File: config.mk
export PLATFORM = sky130hd
export DESIGN_NAME = ts_filter_table_ctrl
export DESIGN_NICKNAME = d
export VERILOG_FILES = /design/src/rtl/ts_filter_pkg.sv /design/src/rtl/ts_filter_table_ctrl.sv
export SDC_FILE = /design/constraint.sdc
export NUM_CORES = 1
export LEC_CHECK = 0
export CORE_MARGIN = 4
export CORE_UTILIZATION = 37
export CTS_CLUSTER_DIAMETER = 100
export DETAILED_ROUTE_END_ITERATION = 16
export DONT_BUFFER_PORTS = 1
export PLACE_DENSITY_LB_ADDON = 0.3
export REMOVE_ABC_BUFFERS = 1
export SLEW_MARGIN = 25
export SYNTH_ARGS = -nofsm -noshare
export SYNTH_HDL_FRONTEND = slang
export SYNTH_SLANG_ARGS = --single-unit
File: constraint.sdc
create_clock -name clk -period 4.1 [get_ports clk]
set_clock_uncertainty 0.05 [all_clocks]
set_input_delay 0.615 -clock clk [delete_from_list [all_inputs] [get_ports clk]]
set_output_delay 0.615 -clock clk [all_outputs]
set_load 0.01 [all_outputs]
File: src/rtl/ts_filter_pkg.sv
// Shared encodings for the TS filter PID table and its configuration sequencer.
// Table bit 0 lets a PID through, 1 drops it.
package ts_filter_pkg;

  localparam int TS_PID_W = 13;
  localparam logic [TS_PID_W-1:0] TS_NULL_PID = 13'h1FFF;

  localparam logic TS_TBL_ALLOWED = 1'b0;
  localparam logic TS_TBL_BLOCKED = 1'b1;

  typedef enum logic [1:0] {
    TS_OP_BLOCK_PID = 2'd0,
    TS_OP_ALLOW_PID = 2'd1,
    TS_OP_BLOCK_ALL = 2'd2,
    TS_OP_ALLOW_ALL = 2'd3
  } ts_op_e;

  typedef enum logic [1:0] {
    ST_IDLE,
    ST_WR_ONE,
    ST_SWEEP,
    ST_HOLD
  } ts_state_e;

  function automatic logic ts_op_data(input logic [1:0] op);
    if (op == TS_OP_ALLOW_PID || op == TS_OP_ALLOW_ALL)
      return TS_TBL_ALLOWED;
    return TS_TBL_BLOCKED;
  endfunction

  function automatic logic ts_op_single(input logic [1:0] op);
    return (op == TS_OP_BLOCK_PID) || (op == TS_OP_ALLOW_PID);
  endfunction

endpackage

File: src/rtl/ts_filter_table_ctrl.sv
// Turns host allow/block commands into PID table write cycles and
// flushes the filter FIFO after a whole-table sweep.
module ts_filter_table_ctrl
  import ts_filter_pkg::*;
#(
  parameter int ADDR_W        = TS_PID_W,
  parameter int TABLE_DEPTH   = 2 ** ADDR_W,
  parameter int ACLR_HOLD     = 4,
  parameter int FLUSH_ON_BULK = 1
) (
  input  logic              clk,
  input  logic              reset,
  input  logic              cmd_valid,
  input  logic [1:0]        cmd_op,
  input  logic [ADDR_W-1:0] cmd_pid,
  output logic              cmd_ready,
  output logic [ADDR_W-1:0] table_wr_address,
  output logic              table_data,
  output logic              table_wren,
  output logic              filter_aclr,
  output logic              busy,
  output logic              done,
  output logic [7:0]        cfg_version
);

  localparam int HOLD_W = (ACLR_HOLD > 1) ? $clog2(ACLR_HOLD) : 1;
  localparam logic [ADDR_W-1:0] LAST = ADDR_W'(TABLE_DEPTH - 1);
  localparam logic [HOLD_W-1:0] HOLD_LOAD = HOLD_W'(ACLR_HOLD - 1);
  localparam logic FLUSH = (FLUSH_ON_BULK != 0);

  ts_state_e         state_q, state_d;
  logic [ADDR_W-1:0] addr_d;
  logic [HOLD_W-1:0] hold_q, hold_d;
  logic              data_d, wren_d, aclr_d, done_d;

  assign cmd_ready = (state_q == ST_IDLE);

  // The address register doubles as the sweep counter.
  always_comb begin
    state_d = state_q;
    addr_d  = table_wr_address;
    data_d  = table_data;
    hold_d  = hold_q;
    wren_d  = 1'b0;
    aclr_d  = 1'b0;
    done_d  = 1'b0;
    unique case (state_q)
      ST_IDLE: begin
        if (cmd_valid) begin
          data_d = ts_op_data(cmd_op);
          wren_d = 1'b1;
          if (ts_op_single(cmd_op)) begin
            state_d = ST_WR_ONE;
            addr_d  = cmd_pid;
            done_d  = 1'b1;
          end else begin
            state_d = ST_SWEEP;
            addr_d  = '0;
            done_d  = !FLUSH && (LAST == '0);
          end
        end
      end
      ST_WR_ONE: state_d = ST_IDLE;
      ST_SWEEP: begin
        if (table_wr_address == LAST) begin
          if (FLUSH) begin
            state_d = ST_HOLD;
            aclr_d  = 1'b1;
            hold_d  = HOLD_LOAD;
            done_d  = (HOLD_LOAD == '0);
          end else begin
            state_d = ST_IDLE;
          end
        end else begin
          addr_d = table_wr_address + ADDR_W'(1);
          wren_d = 1'b1;
          done_d = !FLUSH && (addr_d == LAST);
        end
      end
      ST_HOLD: begin
        if (hold_q == '0) begin
          state_d = ST_IDLE;
        end else begin
          hold_d = hold_q - HOLD_W'(1);
          aclr_d = 1'b1;
          done_d = (hold_d == '0);
        end
      end
      default: state_d = ST_IDLE;
    endcase
  end

  always_ff @(posedge clk or posedge reset) begin
    if (reset) begin
      state_q          <= ST_IDLE;
      hold_q           <= '0;
      table_wr_address <= '0;
      table_data       <= 1'b0;
      table_wren       <= 1'b0;
      filter_aclr      <= 1'b0;
      busy             <= 1'b0;
      done             <= 1'b0;
      cfg_version      <= 8'd0;
    end else begin
      state_q          <= state_d;
      hold_q           <= hold_d;
      table_wr_address <= addr_d;
      table_data       <= data_d;
      table_wren       <= wren_d;
      filter_aclr      <= aclr_d;
      busy             <= (state_d != ST_IDLE);
      done             <= done_d;
      if (done_d)
        cfg_version <= cfg_version + 8'd1;
    end
  end

endmodule

==> key figures, run 1 <==
CTS
  • Cell at the root of the clock tree: clkbuf_8
  • Maximum count of clock buffers along a single path: 2
  • Number of clock buffers inserted by TritonCTS: 5
  • Number of levels in the clock H-tree: 2
  • Clock input transition at the sequential cells of the worst setup and hold paths: 0.07 ns
  • Clock sink count: 30
  • Clock tree from TritonCTS: built
  • Hold Buf Count CTS: 0
  • Quantity of gates resized following cts: 0
  • Clock latency on the worst-skew pair: 0.28 ns
  • Number of buffers inserted to repair setup after CTS: 0

GRT
  • Via count of the first global-routing pass: roughly 1400
  • Maximum number of pins on one net before global-route repair: 34
  • Grt peak-use layer: met2
  • Overall routing resource usage: 15.5%
  • Global routing usage on met1: 18.5%
  • Met2 demand-to-capacity share in global routing: 26.2%
  • Overflow left after global routing: 0
  • Met3 track utilization from global routing: 5.45%
  • Global-route wire length before repair: 7420 um
  • Antenna violations before repair: 0

Power
  • Overall power of the completed layout: 0.00162 W
  • Maximum vdd drop: 0.236 mV
  • Leakage power summed over all cells: about 0.80 nW
  • Total power per unit cell area: roughly 840 nW/um2

Cells and area
  • Fraction of layout instances using a drive strength above 1: 13.7%
  • Synthesis-to-layout area growth: 6.78%
  • Number of nets in the final layout: slightly below 200
  • Final instance count without filler cells: 242
  • Antenna Cells: 0
  • Share of the core filled with cells in the final layout: 40.9%

Setup path
  • Cell count of the worst reg-to-reg path: 6
  • Worst setup path class: flop to flop
  • Arr. time, crit path: 2.66 ns
  • Top fanout value on the critical path: 33
  • Critical path data required time: 4.22 ns
  • Startpoint class of the critical path: flop
  • Capturing element type of the critical path: flop

Timing
  • Max-slew violation count: 0
  • Final hold viol count: 0
  • Final worst hold slack: roughly 0.25 ns
  • Worst slew pin tran: 1.03 ns
  • Max-slew headroom at the worst pin: 31.1%
  • Unrepaired setup endpoints after global routing: false
  • Post-layout minimum cycle time: roughly 2.5 ns
  • Upper clock frequency limit: around 400 MHz
  • Post-route clock period utilization: 61.9%
  • Final total negative setup slack: 0 ns
  • Final setup violation count: 0

Worst hold path
  • Class of the tightest hold or removal check: input pin to async pin

Outcome
  • Run status: completed

Yosys
  • Synth cell types: 52
  • Yosys warning count: 0
  • Syn Inst Count: around 180
  • Number of storage elements in the synthesis netlist: 30
  • Synth async-reset ratio: 100%
  • Sequential cell area fraction in the yosys report: 41.5%
  • Synth top area cells: dfrtp_1 41%, a211oi_1 5.4%, ha_1 4.8%
  • Most common library cells after synthesis: 30 x dfrtp_1, 13 x a211oi_1, 12 x nand2_1, 9 x inv_1
  • Leading register cell type out of synthesis: dfrtp_1
  • Area share of the largest cell type after synthesis: 41.5%
  • Number of enable-type register cells in the synthesized netlist: 0
  • Library cell with the largest summed area after synthesis: dfrtp_1
  • Post-synthesis instance area: 1810 um2
  • Post-synthesis area per instance: 10.3 um2
  • Count leader, synth: dfrtp_1

Routing
  • Post-route antenna net violation count: 0
  • Average wire per cell in the routed design: 18.7 um
  • Average via count per standard cell: just under 6
  • Total number of vias: approximately 1400
  • TritonRoute pass-1 iters: 4
  • 1st-iter DRT viols: 83
  • Remaining routing DRC violations: 0
  • DRT Wirelength: 4530 um

Placed design
  • HPWL reported at the end of detailed placement: 3220 um
  • Cell total after placement: 234
  • Port-buffer cells: 0
  • Gpl congestion: about 0.83

Floorplanning
  • Rows: 25
  • Die Outline Area: 6070 um2
  • Die height: 77.9 um
  • Total I/O pin count: 45
  • Die W: 77.9 um
  • Effective utilization at floorplan: about two fifths
  • Area of the placeable core: 4720 um2

Flow run
  • Max-capacitance violation count: 0
[per-layer routing]
layer	part of all wire [%]	wire length [um]
met2	50	2280
met1	41	1870
met3	7.2	328
met5	0	0
met4	1.2	56
[sequential cells by signal (all words and copies together), names as in the netlist]
register          cells
table_wren            1
filter_aclr           1
table_data            1
state_q               2
done                  1
busy                  1
cfg_version           8
hold_q                2
table_wr_address     13
[power by group]
group / internal (W) / total, W / switching (W)
Combinational: 0.000324 / 0.000736 / 0.000411
Clock: 0.000135 / 0.000252 / 0.000117
Sequential: 0.000417 / 0.000636 / 0.000218
Total: 0.000877 / 0.00162 / 0.000746
[through the flow]
| stage | worst slack (ns) | instance area [um2] |
|---|---|---|
| 3_3_place_gp | 1.69 | 1840 |
| 3_5_place_dp | 1.62 | 1840 |
| 4_1_cts | 1.60 | 1930 |
| 2_1_floorplan | 1.58 | 1750 |
| 6_report | 1.56 | 1930 |
| 5_1_grt | 1.38 | 1930 |
[final timing paths]
check | startpoint | endpoint | slack [ns]
min in group clk | cmd_op[0] | table_data$_DFFE_PP0P_ | 0.38
max in group asynchronous | reset | busy$_DFF_PP0_ | 3.34
hold reg to reg | cfg_version[7]$_DFFE_PP0P_ | cfg_version[7]$_DFFE_PP0P_ | 0.49
setup reg to reg | state_q[0]$_DFF_PP0_ | table_wr_address[1]$_DFFE_PP0P_ | 1.56
setup / recovery | state_q[0]$_DFF_PP0_ | table_wr_address[1]$_DFFE_PP0P_ | 1.56
hold / removal | reset | table_wr_address[10]$_DFFE_PP0P_ | 0.25
[cell usage in the layout, fill, tap and decap left out, types with 6 or more instances in the layout]
master and n:
a211oi_1 13, a21oi_1 7, a2bb2oi_1 7, clkbuf_8 6, dfrtp_1 30, ha_1 7, inv_1 8, nand2_1 12
[worst max-delay path: stages, from the launching register on]
cell	delay (ns)
dfrtp_1	0.42
inv_1	0.09
ha_1	0.24
buf_4	0.26
o21ai_1	0.85
a21oi_4	0.15
mux2_4	0.36
[final cells by class]
cell class | count | area, um2
fillers | 457 | 2790
inverters | 10 | 37.5
clock buffers | 7 | 86.3
well taps | 67 | 83.8
clock inverters | 1 | 5.00
flip-flops and latches | 30 | 751
repair buffers | 1 | 7.51
multi-input cells | 126 | 961
[cells by family (layout without fill, tap and decap cells)]
kind of cell | after synthesis | in the layout | share of synthesized area (%)
simple gates | 46 | 46 | 15.4
fa+ha+maj | 7 | 7 | 4.84
compound gates | 63 | 63 | 27.0
xor+xnor | 7 | 7 | 3.39
mux | 3 | 3 | 2.28
flops | 30 | 30 | 41.5
buf+inv | 20 | 19 | 5.53
No activity file was read; power rests on OpenSTA's default activity.
==> run 2: changes to the inputs <==
==> constraint.sdc (replaced) <==
create_clock -name clk -period 2.1 [get_ports clk]
set_clock_uncertainty 0.05 [all_clocks]
set_input_delay 0.315 -clock clk [delete_from_list [all_inputs] [get_ports clk]]
set_output_delay 0.315 -clock clk [all_outputs]
set_load 0.01 [all_outputs]
==> run 2 against run 1 <==
  * Combinational power increased by 130%
  * Critical path type unchanged
  * Flip-flop and latch count is the same
  * Utilization is 2.9 points higher
  * Clock power grew 92%
  * Highest routed layer unchanged
  * Hold slack worse by 0.15 ns
  * Maximum frequency rose by 30%
  * Sequential power increased by 81%
  * Critical path depth is 1 lower
  * Sequential share of layout area fell by 2.5 points
==> key figures, run 2 (synthesized netlist as in run 1, its figures left out) <==
Outcome
  • Run status: completed

CTS
  • Number of buffers inserted to repair setup after CTS: 0 (unchanged)
  • Clock input transition at the sequential cells of the worst setup and hold paths: 0.07 ns (about the same)
  • Cell at the root of the clock tree: clkbuf_8
  • Number of levels in the clock H-tree: 2 (unchanged)
  • Clock latency on the worst-skew pair: 0.28 ns (about the same)
  • Clock tree from TritonCTS: built
  • Clock sink count: 30 (unchanged)
  • Number of clock buffers inserted by TritonCTS: 5 (unchanged)
  • Maximum count of clock buffers along a single path: 2 (unchanged)

Flow run
  • Max-capacitance violation count: 0 (unchanged)

Cells and area
  • Fraction of layout instances using a drive strength above 1: 20.4% (+6.7 points)
  • Most frequent standard cell in the layout excluding fill and tap cells: dfrtp_1
  • Number of nets in the final layout: 215 (+8.0%)
  • Number of fill cells: 457 (unchanged)
  • Share of the core filled with cells in the final layout: 43.8% (+2.9 points)
  • Largest register FFs: 13 (unchanged)
  • Most frequent cells in the layout: 30 x dfrtp_1, 15 x buf_4, 13 x a211oi_1
  • Register name with the most flops: table_wr_address
  • Synthesis-to-layout area growth: 14.2%
  • Antenna Cells: 0 (unchanged)
  • Final instance count without filler cells: 258 (+6.6%)
  • Biggest regs: table_wr_address x13, cfg_version x8

Worst hold path
  • Class of the tightest hold or removal check: input pin to flop

Floorplanning
  • Area of the placeable core: 4720 um2 (unchanged)
  • Die height: 77.9 um (unchanged)
  • Die Outline Area: 6070 um2 (unchanged)
  • Die W: 77.9 um (unchanged)
  • Effective utilization at floorplan: 38.3% (unchanged)
  • Total I/O pin count: 45 (unchanged)
  • Rows: 25 (unchanged)

Placed design
  • HPWL reported at the end of detailed placement: 3270 um (+1.5%)
  • Port-buffer cells: 0 (unchanged)
  • Worst setup timing slack at the placement stage: 0.0372 ns (-1.58 ns)
  • Cell total after placement: 249 (+6.4%)
  • Gpl congestion: 0.857 (+3.5%)

Timing
  • Worst slew pin tran: 0.483 ns (-0.544 ns)
  • Post-route clock period utilization: 93.0% (+31 points)
  • Worst path setup slack after routing: 0.147 ns (-1.42 ns)
  • Post-layout minimum cycle time: 1.95 ns (-0.585 ns)
  • Final hold viol count: 0 (unchanged)
  • Final setup violation count: 0 (unchanged)
  • Final total negative setup slack: 0 ns (unchanged)
  • Max-slew violation count: 0 (unchanged)
  • Max-slew headroom at the worst pin: 67.8% (+37 points)
  • Unrepaired setup endpoints after global routing: false
  • Upper clock frequency limit: 512 MHz (+30%)

GRT
  • Overall routing resource usage: 15.4% (-0.18 points)
  • Global routing usage on met1: 17.3% (-1.2 points)
  • Via count of the first global-routing pass: 1493 (+3.8%)
  • Maximum number of pins on one net before global-route repair: 35 (+2.9%)
  • Overflow left after global routing: 0 (unchanged)
  • Grt peak-use layer: met2
  • Global-route wire length before repair: 7440 um (+0.19%)
  • Antenna violations before repair: 0 (unchanged)
  • Met3 track utilization from global routing: 6.15% (+0.70 points)
  • Met2 demand-to-capacity share in global routing: 26.5% (+0.26 points)

Routing
  • Average wire per cell in the routed design: 17.4 um (-7.3%)
  • Total number of vias: 1457 (+2.2%)
  • Average via count per standard cell: 5.65 (-4.2%)
  • Post-route antenna net violation count: 0 (unchanged)
  • DRT Wirelength: 4480 um (-1.2%)
  • Remaining routing DRC violations: 0 (unchanged)
  • TritonRoute pass-1 iters: 4 (unchanged)
  • 1st-iter DRT viols: 72 (-13%)

Setup path
  • Top fanout value on the critical path: 10 (-70%)
  • Startpoint class of the critical path: flop
  • Critical path data required time: 2.22 ns (-2.00 ns)
  • Arr. time, crit path: 2.07 ns (-0.59 ns)
  • Worst setup path class: flop to flop
  • Capturing element type of the critical path: flop

Power
  • Sw Pwr: 0.00146 W (+96%)
  • Switch share: 44.0% (-1.9 points)
  • Internal power: 0.00185 W (+110%)
  • Leakage power summed over all cells: 0.883 nW (+10%)
  • Combinational share of power: 50.7% (+5.4 points)
  • Portion of total power attributed to the clock network: 14.6% (-0.9 points)
  • Power share of the sequential group: 34.7% (-4.5 points)
  • Total power per unit cell area: 1600 nW/um2 (+91%)
  • Overall power of the completed layout: 0.00331 W (+100%)
  • Maximum vdd drop: 0.575 mV (+140%)
## run 2: metal layers
metal / vias to the layer above / share of wire [%]
li1: 704 / -
met1: 693 / 41
met2: 54 / 50
met3: 6 / 8.4
met4: 0 / 0.76
met5: - / 0
## run 2: worst paths after layout
path | start | to | slack, ns | depth (start not counted)
setup / recovery | table_wr_address[6]$_DFFE_PP0P_ | hold_q[0]$_DFFE_PP0P_ | 0.15 | 5
hold / removal | cmd_op[0] | table_data$_DFFE_PP0P_ | 0.09 | 1
setup reg to reg | table_wr_address[6]$_DFFE_PP0P_ | hold_q[0]$_DFFE_PP0P_ | 0.15 | 5
hold reg to reg | cfg_version[7]$_DFFE_PP0P_ | cfg_version[7]$_DFFE_PP0P_ | 0.49 | 1
max in group asynchronous | reset | table_data$_DFFE_PP0P_ | 1.20 | 3
min in group asynchronous | reset | table_wr_address[10]$_DFFE_PP0P_ | 0.51 | 3
## run 2: final cells by class
type	instances	area (um2)	share of cell area, %
Sequential cell	30	751	36.3
Timing Repair Buffer	17	138	6.66
Tap cell	67	83.8	4.06
Clock inverter	1	5.00	0.242
Inverter	10	41.3	2.00
Clock buffer	7	86.3	4.18
Multi-Input combinational cell	126	962	46.5
## run 2: timing repair
item	4_1_cts	5_1_grt
endpoints found under the setup margin	0	7
hold endpoints to repair	30	0
hold buffers	1	0
resized for setup	0	4
## run 2: power by group through the flow
stage,clock [W],combinational [W],sequential (W)
after floorplan,0,0.00115,0.00115
after global placement,0,0.00160,0.00115
after detailed placement,0,0.00164,0.00116
after CTS,0.000500,0.00165,0.00115
after global routing,0.000531,0.00187,0.00118
final,0.000484,0.00168,0.00115
## run 2: metrics by stage
| step | hold WS, ns | area [um2] |
|---|---|---|
| detailed placement | 0.273 | 1950 |
| finish | 0.0915 | 2070 |
| CTS | 0.0836 | 2050 |
| global placement | 0.264 | 1950 |
| floorplan | 0.356 | 1750 |
| global route | 0.0915 | 2070 |
## run 2: worst max-delay path, stage by stage, from the launching register on
cell	delay (ns)
dfrtp_1	0.48
nand4_2	0.21
buf_4	0.22
o41ai_4	0.44
a21oi_1	0.14
a311oi_1	0.30
==> run 3: changes to the inputs <==
--- a/config.mk
+++ b/config.mk
@@ -5,12 +5,12 @@
 export SDC_FILE = /design/constraint.sdc
 export NUM_CORES = 1
 export LEC_CHECK = 0
+export CAP_MARGIN = 25
 export CORE_MARGIN = 4
 export CORE_UTILIZATION = 37
 export CTS_CLUSTER_DIAMETER = 100
 export DETAILED_ROUTE_END_ITERATION = 16
 export DONT_BUFFER_PORTS = 1
-export PLACE_DENSITY_LB_ADDON = 0.3
 export REMOVE_ABC_BUFFERS = 1
 export SLEW_MARGIN = 25
 export SYNTH_ARGS = -nofsm -noshare
==> run 3 against run 2 <==
  * Largest power group unchanged
  * Register-to-register slack improved by 0.04 ns
  * Critical path depth increased by 2
  * Final cell count increased by 0.78%
  * Setup slack improved by 0.036 ns
  * Largest cell class unchanged
  * Flip-flop and latch count unchanged
  * Maximum frequency increased by 1.9%
  * Critical endpoint unchanged
  * Die area unchanged
  * Sequential power about the same
  * Total power decreased by 1.2%
  * Global-route usage increased by 0.70 points
  * Cell area about the same
  * Via count increased by 4.1%
==> key figures, run 3 (synthesized netlist as in run 1, its figures left out) <==
Outcome
  • Run status: completed

Cells and area
  • Footprint of the flip-flops and latches: 751 um2 (unchanged)
  • Register name with the most flops: table_wr_address
  • Biggest regs: table_wr_address x13, cfg_version x8
  • Fraction of layout instances using a drive strength above 1: 20.7% (+0.31 points)
  • Number of fill cells: 436 (-4.6%)
  • Most frequent standard cell in the layout excluding fill and tap cells: dfrtp_1
  • Multi-input gate area: 967 um2 (+0.52%)
  • Most frequent cells in the layout: 30 x dfrtp_1, 19 x buf_4, 13 x a211oi_1
  • Largest register FFs: 13 (unchanged)
  • Number of nets in the final layout: 218 (+1.4%)
  • Synthesis-to-layout area growth: 14.3% (about the same)
  • Antenna Cells: 0 (unchanged)
  • Final instance count without filler cells: 260 (+0.78%)
  • Post-route cell area: 2070 um2 (about the same)

Routing
  • Remaining routing DRC violations: 0 (unchanged)
  • DRT Wirelength: 4630 um (+3.3%)
  • 1st-iter DRT viols: 77 (+6.9%)
  • Total number of vias: 1517 (+4.1%)
  • Average wire per cell in the routed design: 17.8 um (+2.6%)
  • Post-route antenna net violation count: 0 (unchanged)
  • TritonRoute pass-1 iters: 4 (unchanged)
  • Average via count per standard cell: 5.83 (+3.3%)

Placed design
  • Cell total after placement: 249 (unchanged)
  • HPWL reported at the end of detailed placement: 3400 um (+4.2%)
  • Gpl congestion: 0.847 (-1.2%)
  • Port-buffer cells: 0 (unchanged)
  • Worst setup timing slack at the placement stage: 0.0683 ns (+0.0311 ns)
  • Placement Cell Area: 1950 um2 (unchanged)

Timing
  • Max-slew violation count: 0 (unchanged)
  • Final hold viol count: 0 (unchanged)
  • Upper clock frequency limit: 522 MHz (+1.9%)
  • Post-route clock period utilization: 91.3% (-1.7 points)
  • Unrepaired setup endpoints after global routing: false
  • Max-slew headroom at the worst pin: 61.5% (-6.3 points)
  • Worst path setup slack after routing: 0.184 ns (+0.0364 ns)
  • Post-layout minimum cycle time: 1.92 ns (-0.0364 ns)
  • Final setup violation count: 0 (unchanged)
  • Worst slew pin tran: 0.577 ns (+0.0944 ns)
  • Final total negative setup slack: 0 ns (unchanged)

Floorplanning
  • Die W: 77.9 um (unchanged)
  • Rows: 25 (unchanged)
  • Die height: 77.9 um (unchanged)
  • Die Outline Area: 6070 um2 (unchanged)
  • Effective utilization at floorplan: 38.3% (unchanged)
  • Area of the placeable core: 4720 um2 (unchanged)
  • Total I/O pin count: 45 (unchanged)

GRT
  • Overall routing resource usage: 16.1% (+0.70 points)
  • Overflow left after global routing: 0 (unchanged)
  • Antenna violations before repair: 0 (unchanged)
  • Maximum number of pins on one net before global-route repair: 31 (-11%)
  • Via count of the first global-routing pass: 1599 (+7.1%)
  • Global-route wire length before repair: 7720 um (+3.8%)

CTS
  • Clock latency on the worst-skew pair: 0.28 ns (about the same)
  • Maximum count of clock buffers along a single path: 2 (unchanged)
  • Clock input transition at the sequential cells of the worst setup and hold paths: 0.06 ns (about the same)
  • Clock sink count: 30 (unchanged)
  • Number of clock buffers inserted by TritonCTS: 5 (unchanged)
  • Cell at the root of the clock tree: clkbuf_8
  • Number of levels in the clock H-tree: 2 (unchanged)
  • Clock tree from TritonCTS: built

Power
  • Leakage power summed over all cells: 0.887 nW (+0.45%)
  • Total power per unit cell area: 1580 nW/um2 (-1.3%)
  • Maximum vdd drop: 0.496 mV (-14%)
  • Overall power of the completed layout: 0.00327 W (-1.2%)

Setup path
  • Top fanout value on the critical path: 28 (+18)
  • Slowest Stage Delay on Critical Path: 0.43 ns (-0.05 ns)
  • Capturing element type of the critical path: flop
  • Critical path cell sequence: inv_1 > ha_1 > buf_4 > buf_4 > or2_2 > a21oi_1 > a311oi_1
  • Worst setup path class: flop to flop
  • Startpoint class of the critical path: flop
  • Cell type of the slowest stage on the worst timing path: dfrtp_1
  • Worst reg-to-reg setup slack: 0.18 ns (+0.04 ns)
  • Critical path data required time: 2.22 ns (about the same)
  • Cell count of the worst reg-to-reg path: 7 (+2)
  • Most used cell, CP: buf_4
  • Arr. time, crit path: 2.03 ns (-0.04 ns)
  • Reg2Reg Capture Point: hold_q[0]$_DFFE_PP0P_
  • Critical register-to-register path startpoint: state_q[0]$_DFF_PP0_

Worst hold path
  • Class of the tightest hold or removal check: input pin to flop
  • Worst hold path startpoint: cmd_op[0]
  • Hold EP: table_data$_DFFE_PP0P_
  • Number of stages on the worst hold path: 1 (unchanged)

Flow run
  • Max-capacitance violation count: 0 (unchanged)
## run 3: repair_timing
| action | in CTS | in global routing |
|---|---|---|
| endpoints found under the setup margin | 0 | 13 |
| hold endpoints to repair | 30 | 0 |
| gates resized for setup | 0 | 2 |
| hold buffers | 1 | 0 |
| buffers inserted | 0 | 3 |
## run 3: worst max-delay path by stage
stage                                          startpoint  depth (start not counted)  slack, ns                          endpoint
after detailed placement             state_q[0]$_DFF_PP0_                          5       0.07  table_wr_address[12]$_DFFE_PP0P_
after global placement    table_wr_address[0]$_DFFE_PP0P_                          6       0.12   table_wr_address[7]$_DFFE_PP0P_
after floorplan                      state_q[0]$_DFF_PP0_                          5      -0.42   table_wr_address[0]$_DFFE_PP0P_
final                                state_q[0]$_DFF_PP0_                          7       0.18             hold_q[0]$_DFFE_PP0P_
after global routing      table_wr_address[6]$_DFFE_PP0P_                          5       0.03             hold_q[0]$_DFFE_PP0P_
after CTS                 table_wr_address[0]$_DFFE_PP0P_                          6       0.04   table_wr_address[7]$_DFFE_PP0P_
## run 3: critical path: cells and delay by family (launching register included)
family | cells | cell delay [ns]
buffers and inverters | 3 | 0.58
flip-flops | 1 | 0.43
AO/OA/AOI/OAI | 2 | 0.34
adder cells (fa/ha/maj) | 1 | 0.23
AND/OR/NAND/NOR | 1 | 0.17
## run 3: power breakdown
group | internal, W | switching, W | total (W)
registers | 0.000816 | 0.000337 | 0.00115
clock network | 0.000228 | 0.000204 | 0.000431
logic | 0.000762 | 0.000926 | 0.00169
total | 0.00181 | 0.00147 | 0.00327
## run 3: layout make-up
class	instances	area share [%]
clock buffers	7	3.69
inverters	10	1.81
multi-input cells	126	46.8
flip-flops and latches	30	36.3
well taps	67	4.05
repair buffers	20	7.38
## run 3: metrics by stage
step                      hold slack, ns  util, %
after global placement             0.261     41.3
after global routing              0.0909     43.8
after floorplan                    0.356        -
after CTS                         0.0760     43.1
final                             0.0815     43.8
after detailed placement           0.267     41.3
## run 3: layer usage
metal  vias up  part of all wire, %  global-route usage, %
met4         0                  2.6                   9.09
li1        706                    -                      -
met2        59                   51                   27.8
met1       738                   40                   16.5
met3        14                  6.9                   6.03
met5         -                    0                      0
